$ cat config.mk
export PLATFORM = sky130hd
export DESIGN_NAME = clk_div_pwm
export DESIGN_NICKNAME = d
export VERILOG_FILES = /design/src/rtl/clk_div_pwm.sv
export SDC_FILE = /design/constraint.sdc
export NUM_CORES = 1
export LEC_CHECK = 0
export ABC_AREA = 1
export CAP_MARGIN = 20
export CORE_ASPECT_RATIO = 1.25
export CORE_MARGIN = 8
export CORE_UTILIZATION = 57
export DETAILED_ROUTE_END_ITERATION = 8
export PLACE_DENSITY = 0.87
export REMOVE_ABC_BUFFERS = 1
export SLEW_MARGIN = 5
export SYNTH_ARGS = -nofsm -noshare
export SYNTH_HDL_FRONTEND = slang
export SYNTH_SLANG_ARGS = --single-unit
$ cat constraint.sdc
create_clock -name clk -period 3.9 [get_ports clk]
set_input_delay 0.39 -clock clk [delete_from_list [all_inputs] [get_ports clk]]
set_output_delay 0.39 -clock clk [all_outputs]
set_load 0.02 [all_outputs]
$ cat src/rtl/clk_div_pwm.sv
`default_nettype none
// ============================================================================
// Module   : clk_div_pwm
// Purpose  : Samples divided clock levels as data, turns the selected one into
//            a tick that drives a glitch-free PWM with handshaked duty updates.
// Revision : 1.0
// ============================================================================
module clk_div_pwm #(
  parameter int WIDTH = 8
) (
  input  logic             clk,
  input  logic             rst_n,
  input  logic             clk_div2_i,
  input  logic             clk_div4_i,
  input  logic             clk_div8_i,
  input  logic [1:0]       rate_sel_i,
  input  logic             duty_valid_i,
  input  logic [WIDTH-1:0] duty_i,
  output logic             duty_ready_o,
  output logic             tick_o,
  output logic             pwm_out_o,
  output logic             period_done_o
);

  localparam logic [WIDTH-1:0] CNT_MAX = '1;

  logic             prev2_q, prev4_q, prev8_q;
  logic             tick_q, tick_d;
  logic [WIDTH-1:0] cnt_q, cnt_d;
  logic [WIDTH-1:0] duty_active_q, duty_active_d;
  logic [WIDTH-1:0] shadow_q, shadow_d;
  logic             pending_q, pending_d;
  logic             pwm_q, pwm_d;
  logic             period_done_q, period_done_d;
  logic             rise2, rise4, rise8;
  logic             wrap;

  assign rise2 = clk_div2_i & ~prev2_q;
  assign rise4 = clk_div4_i & ~prev4_q;
  assign rise8 = clk_div8_i & ~prev8_q;
  assign wrap  = tick_q & (cnt_q == CNT_MAX);

  always_comb begin
    tick_d = 1'b0;
    case (rate_sel_i)
      2'd0:    tick_d = 1'b1;
      2'd1:    tick_d = rise2;
      2'd2:    tick_d = rise4;
      default: tick_d = rise8;
    endcase
  end

  // A shadow load can only occur while nothing is pending, so it never
  // collides with the wrap-time transfer into duty_active.
  always_comb begin
    cnt_d         = tick_q ? cnt_q + 1'b1 : cnt_q;
    period_done_d = wrap;
    pwm_d         = (cnt_q < duty_active_q);
    duty_active_d = duty_active_q;
    shadow_d      = shadow_q;
    pending_d     = pending_q;
    if (wrap && pending_q) begin
      duty_active_d = shadow_q;
      pending_d     = 1'b0;
    end else if (duty_valid_i && !pending_q) begin
      shadow_d  = duty_i;
      pending_d = 1'b1;
    end
  end

  always_ff @(posedge clk or negedge rst_n) begin
    if (!rst_n) begin
      prev2_q       <= 1'b0;
      prev4_q       <= 1'b0;
      prev8_q       <= 1'b0;
      tick_q        <= 1'b0;
      cnt_q         <= '0;
      duty_active_q <= '0;
      shadow_q      <= '0;
      pending_q     <= 1'b0;
      pwm_q         <= 1'b0;
      period_done_q <= 1'b0;
    end else begin
      prev2_q       <= clk_div2_i;
      prev4_q       <= clk_div4_i;
      prev8_q       <= clk_div8_i;
      tick_q        <= tick_d;
      cnt_q         <= cnt_d;
      duty_active_q <= duty_active_d;
      shadow_q      <= shadow_d;
      pending_q     <= pending_d;
      pwm_q         <= pwm_d;
      period_done_q <= period_done_d;
    end
  end

  assign duty_ready_o  = ~pending_q;
  assign tick_o        = tick_q;
  assign pwm_out_o     = pwm_q;
  assign period_done_o = period_done_q;

endmodule
`default_nettype wire

### Word level (Yosys, flattened, before mapping)

Index checks and enable logic that the tools add are counted.

| word-level totals | value |
|---|---|
| output and inout bits | 4 |
| input bits | 16 |
| flip-flop bits (word level) | 31 |

| cells by class | value |
|---|---|
| $lt $le $gt $ge | 1 |
| equal/unequal tests | 3 |
| bitwise logic cells | 9 |
| reduce and logical (&&, ||, !) cells | 6 |
| add/sub/neg operators | 1 |
| mux-type cells | 3 |

Operators by type and width:

| kind | number |
|---|---|
| $add A8 B1 Y8 const B | 1 |
| $eq A8 B8 Y1 const B | 1 |
| $lt A8 B8 Y1 | 1 |
| $not A1 Y1 | 5 |
| $and A1 B1 Y1 | 4 |
| $pmux W1 S3 | 1 |
| $eq A2 B1 Y1 const B | 1 |
| $eq A2 B2 Y1 const B | 1 |
| $logic_and A1 B1 Y1 | 2 |
| $logic_not A2 Y1 | 1 |
| $mux W1 | 2 |
| $reduce_and A2 Y1 | 1 |
| $reduce_bool A2 Y1 | 1 |
| $logic_not A1 Y1 | 1 |

### Longest topological paths before layout

| logic depth | value |
|---|---|
| word-level depth | 5 |
| depth in mapped cells | 7 |
| depth with buffers taken out | 7 |

### Worst setup path before layout

OpenSTA, ideal clock, no wires.

| path | value |
|---|---|
| path kind | reg2reg |
| from | register tick_q, in the netlist tick_o |
| to | register pending_q |
| arrival | 1191 ps |
| buffers on the path | 1 |
| slack | 2592 ps |
| library setup time | 117 ps |
| data required time | 3783 ps |
| stages on the path, launching flop included | 7 |
| path through | dfrtp_1 -> nand3_2 -> nor2_4 -> nand3_4 -> buf_6 -> o21ai_1 -> inv_1 |

| on the way | value |
|---|---|
| cells in the longest elaborated chain, start to end | 3 |

RTL lines:

| what | line | RTL |
|---|---|---|
| from (decl) | 28 | `logic tick_q, tick_d;` |
| from (signal assigned) | 87 | `tick_q <= tick_d;` |
| $and A1 B1 Y1 * | 41 | `assign wrap = tick_q & (cnt_q == CNT_MAX);` |
| $logic_and A1 B1 Y1 * | 62 | `if (wrap && pending_q) begin` |
| $mux W1 / $reduce_bool A2 Y1 (equally long branches) | - |  |
| to (signal assigned) | 91 | `pending_q <= pending_d;` |
| to (decl) | 32 | `logic pending_q, pending_d;` |

Every way passes the cells marked *; elsewhere a longest branch is shown, timed or not.
A chain may end at the register's enable or synchronous reset.

### Worst setup path in the final report

| path | value |
|---|---|
| from | register pending_q |
| to | output duty_ready_o |

| on the way | value |
|---|---|
| cells in the longest elaborated chain, start to end | 1 |

RTL lines:

| what | line | RTL |
|---|---|---|
| $not A1 Y1 | 97 | `assign duty_ready_o = ~pending_q;` |
| to (decl) | 19 | `output logic duty_ready_o,` |

Every way passes these cells.

==> results.md <==
- Vias per inst: ~5
- Register bit total from synthesis: 31
- Largest family of logic cells by synthesized area: simple AND/OR/NAND/NOR gates
- Kind of cell adding the most delay to the critical path: buffers and inverters
- Total negative slack: 0 ns
- Slew Limit Fails: 0
- Leak Pwr: 0.885 nW
- Cell Area, Synth: 1480 um2
- Die width: 61.6 um
- Cells after Synth: 159
- Post-Synth Simple-Gate Area: 18.9%
- Clock share of power: 23.1%
- Synth Area in Adders: 6.75%
- CP arrival: about 1.5 ns
- Flop pwr share: 51.4%
- Largest net degree at the start of global routing: 32
- Worst setup SP type: flip-flop
- Status: completed
- Via count: about 1100
- Final min period: 1.89 ns
- Total congestion overflow: 0
- RSZ-0062 raised after global routing: no
- CTS Sinks: 31
- Std cell rows: 20
- Maximum fanout along the worst path: 3
- Psw: 0.269 mW
- Final Total Pwr: 0.812 mW
- Reg clk slew, reported paths: 0.09 ns
- Power share of the combinational group: 25.6%
- Post-CTS setup buffers: 0
- Top-level I/O count: 20
- Slew at the pin closest to its max-slew limit: 0.436 ns
- Synth Area in XOR/XNOR: just under 3%
- Clk Latency, worst-skew pair: around 0.34 ns
- Wire length of the first global-routing pass: 4.37 mm
- Vias in the first global route: roughly 1100
- Initial antenna violation count: 0
- Worst-case vdd ir drop: 0.000329 V
- P per Cell Area: between 400 and 500 nW/um2
- Post-synthesis sequential area ratio: 52.3%
- IO Port Bufs: 19
- Top-area cell type share of the netlist area: 52.3%
- Core ar.: ~2500 um2
- Hold Fails Final Rpt: 0
- Area contributors post-synth: dfrtp_1 (52%), nand2_1 (8.6%), inv_1 (7.3%)
- Routed len/inst: 11.8 um
- CP max stage delay: roughly 0.61 ns
- Count of final setup violators: 0
- YS warnings: 0
- DR pass1 iterations: 4
- HPWL after DPL: roughly 2.0 mm
- Fraction of layout cells with a size suffix above 1: 13.6%
- Net count, final: roughly 210
- CTS tree: built
- Compound-gate portion of the synthesized area: 10.0%
- CP Cell Sequence: inv_1 > clkdlybuf4s50_1
- Max Freq: 530 MHz
- Slowest cell on the critical path: clkdlybuf4s50_1
- Internal power: 0.544 mW
- GRT Total Usage: 13.0%
- Routed Antenna Nets: 0
- Placer congestion estimate: slightly below 0.8
- Worst Hold Class: input port to async pin
- CP Class: flip-flop to output port
- Initial Utilization: 60.5%
- 1st-iter DRT viols: 18
- Mux share of post-synthesis cell area: 0%
- Worst EP required: 3.51 ns
- Final period util: 48.4%
- DRC violations left: 0
- Root buf cell: clkbuf_4
- Max Cap Viol: 0
- Library cells used by synthesis: 24
- Htree depth: 2
- Clk_skew: 0.00954 ns
- CTS Buf Count: 5
- Setup crit end kind: output port
- Die area: about 4500 um2
- Worst path bufs/invs: 2
- Die Y-Extent: 73.0 um
- Final WL: between 2 and 3 mm
- Inserted Diodes: 0
- PostCTS Resize Cnt: 0
- # hold bufs at CTS: 0
- P&R area growth vs syn: 18.8%
- Clock Tree Buf Depth: 2
- Area leader, netlist: dfrtp_1
- Normalized max-slew margin: 70.8%
- Sw Ratio: 33.1%
- Syn_area_per_cell: ~9.3 um2
cell type report:
type / instances / area, um2
Clock buffer: 6 / 51.3
Inverter: 31 / 118
Clock inverter: 1 / 5.00
Fill cell: 207 / 691
Sequential cell: 31 / 776
Timing Repair Buffer: 20 / 198
Multi-Input combinational cell: 95 / 573
Tap cell: 33 / 41.3
cell usage after synthesis:
master and number:
a21oi_1 12, and2_2 1, buf_2 1, buf_6 1
clkinv_2 1, dfrtp_1 31, ha_1 8, inv_1 29
inv_2 1, nand2_1 34, nand2_2 1, nand3_1 3
nand3_2 1, nand3_4 1, nand4_1 1, nor2_1 14
nor2_4 1, nor3_2 1, nor3_4 1, o21ai_0 1
o21ai_1 1, o21ai_2 8, o221ai_1 1, xor2_1 5
cells in the final DEF (no fill, tap or decap):
| master | Yosys | layout |
|---|---|---|
| ha_1 | 8 | 8 |
| xor2_1 | 5 | 5 |
| inv_1 | 29 | 29 |
| o21ai_1 | 1 | 1 |
| a21oi_1 | 12 | 12 |
| inv_2 | 1 | 1 |
| o21ai_2 | 8 | 8 |
| nor2_1 | 14 | 14 |
| nand2_2 | 1 | 1 |
| nor3_2 | 1 | 1 |
| clkbuf_8 | 0 | 1 |
| nand2_1 | 34 | 34 |
| nor2_4 | 1 | 1 |
| nor3_4 | 1 | 1 |
| and2_2 | 1 | 1 |
| buf_4 | 0 | 1 |
| clkdlybuf4s50_1 | 0 | 19 |
| o21ai_0 | 1 | 1 |
| o221ai_1 | 1 | 1 |
| nand3_4 | 1 | 1 |
| nand4_1 | 1 | 1 |
| clkbuf_4 | 0 | 5 |
| clkinv_2 | 1 | 2 |
| nand3_2 | 1 | 1 |
| dfrtp_1 | 31 | 31 |
| nand3_1 | 3 | 3 |
logic make-up after synthesis:
| kind of cell | after synthesis |
|---|---|
| XOR/XNOR | 5 |
| adder cells (fa/ha/maj) | 8 |
| AND/OR/NAND/NOR | 59 |
| buffers and inverters | 33 |
| AO/OA/AOI/OAI | 23 |
| flip-flops | 31 |
path summary, 6_finish.rpt:
path,start,cells past startpoint,endpoint,slack [ns]
max in group asynchronous,rst_n,2,shadow_q[5]$_DFFE_PN0P_,3.19
worst min register to register,duty_active_q[4]$_DFFE_PN0P_,2,duty_active_q[4]$_DFFE_PN0P_,0.49
min in group clk,duty_active_q[4]$_DFFE_PN0P_,2,duty_active_q[4]$_DFFE_PN0P_,0.49
worst min-delay path,rst_n,2,cnt_q[4]$_DFFE_PN0P_,0.43
worst max-delay path,pending_q$_DFFE_PN0P_,2,duty_ready_o,2.01
worst max register to register,cnt_q[1]$_DFFE_PN0P_,6,pending_q$_DFFE_PN0P_,2.48
per-layer routing:
layer / track usage, % / vias to the layer above / share of wire (%)
met5: 0 / - / 0
met1: 14.0 / 507 / 42
met4: 5.84 / 0 / 0.97
li1: - / 541 / -
met2: 20.2 / 18 / 52
met3: 7.05 / 2 / 5.0
power by group through the flow:
stage               clock network (mW)  logic (mW)  registers [mW]
floorplan                            0       0.137           0.421
global placement                     0       0.193           0.422
detailed placement                   0       0.208           0.423
CTS                              0.193       0.210           0.417
global route                     0.210       0.236           0.423
finish                           0.187       0.208           0.417
registers in the layout, indices dropped and copies added (netlist names):
| register | cells |
|---|---|
| shadow_q | 8 |
| prev4_q | 1 |
| period_done_o | 1 |
| pending_q | 1 |
| pwm_out_o | 1 |
| cnt_q | 8 |
| prev2_q | 1 |
| prev8_q | 1 |
| duty_active_q | 8 |
| tick_o | 1 |
stage by stage:
stage	util, %	cells	hold WS, ns	setup slack, ns	cell area (um2)
after floorplan	-	157	0.0944	2.61	1470
after detailed placement	69.5	210	0.475	2.36	1710
final	71.8	217	0.426	2.01	1760
after global placement	69.5	210	0.465	2.37	1710
after CTS	71.8	217	0.439	1.99	1760
after global routing	71.8	217	0.449	1.93	1760
No activity file was read; power rests on OpenSTA's default activity.
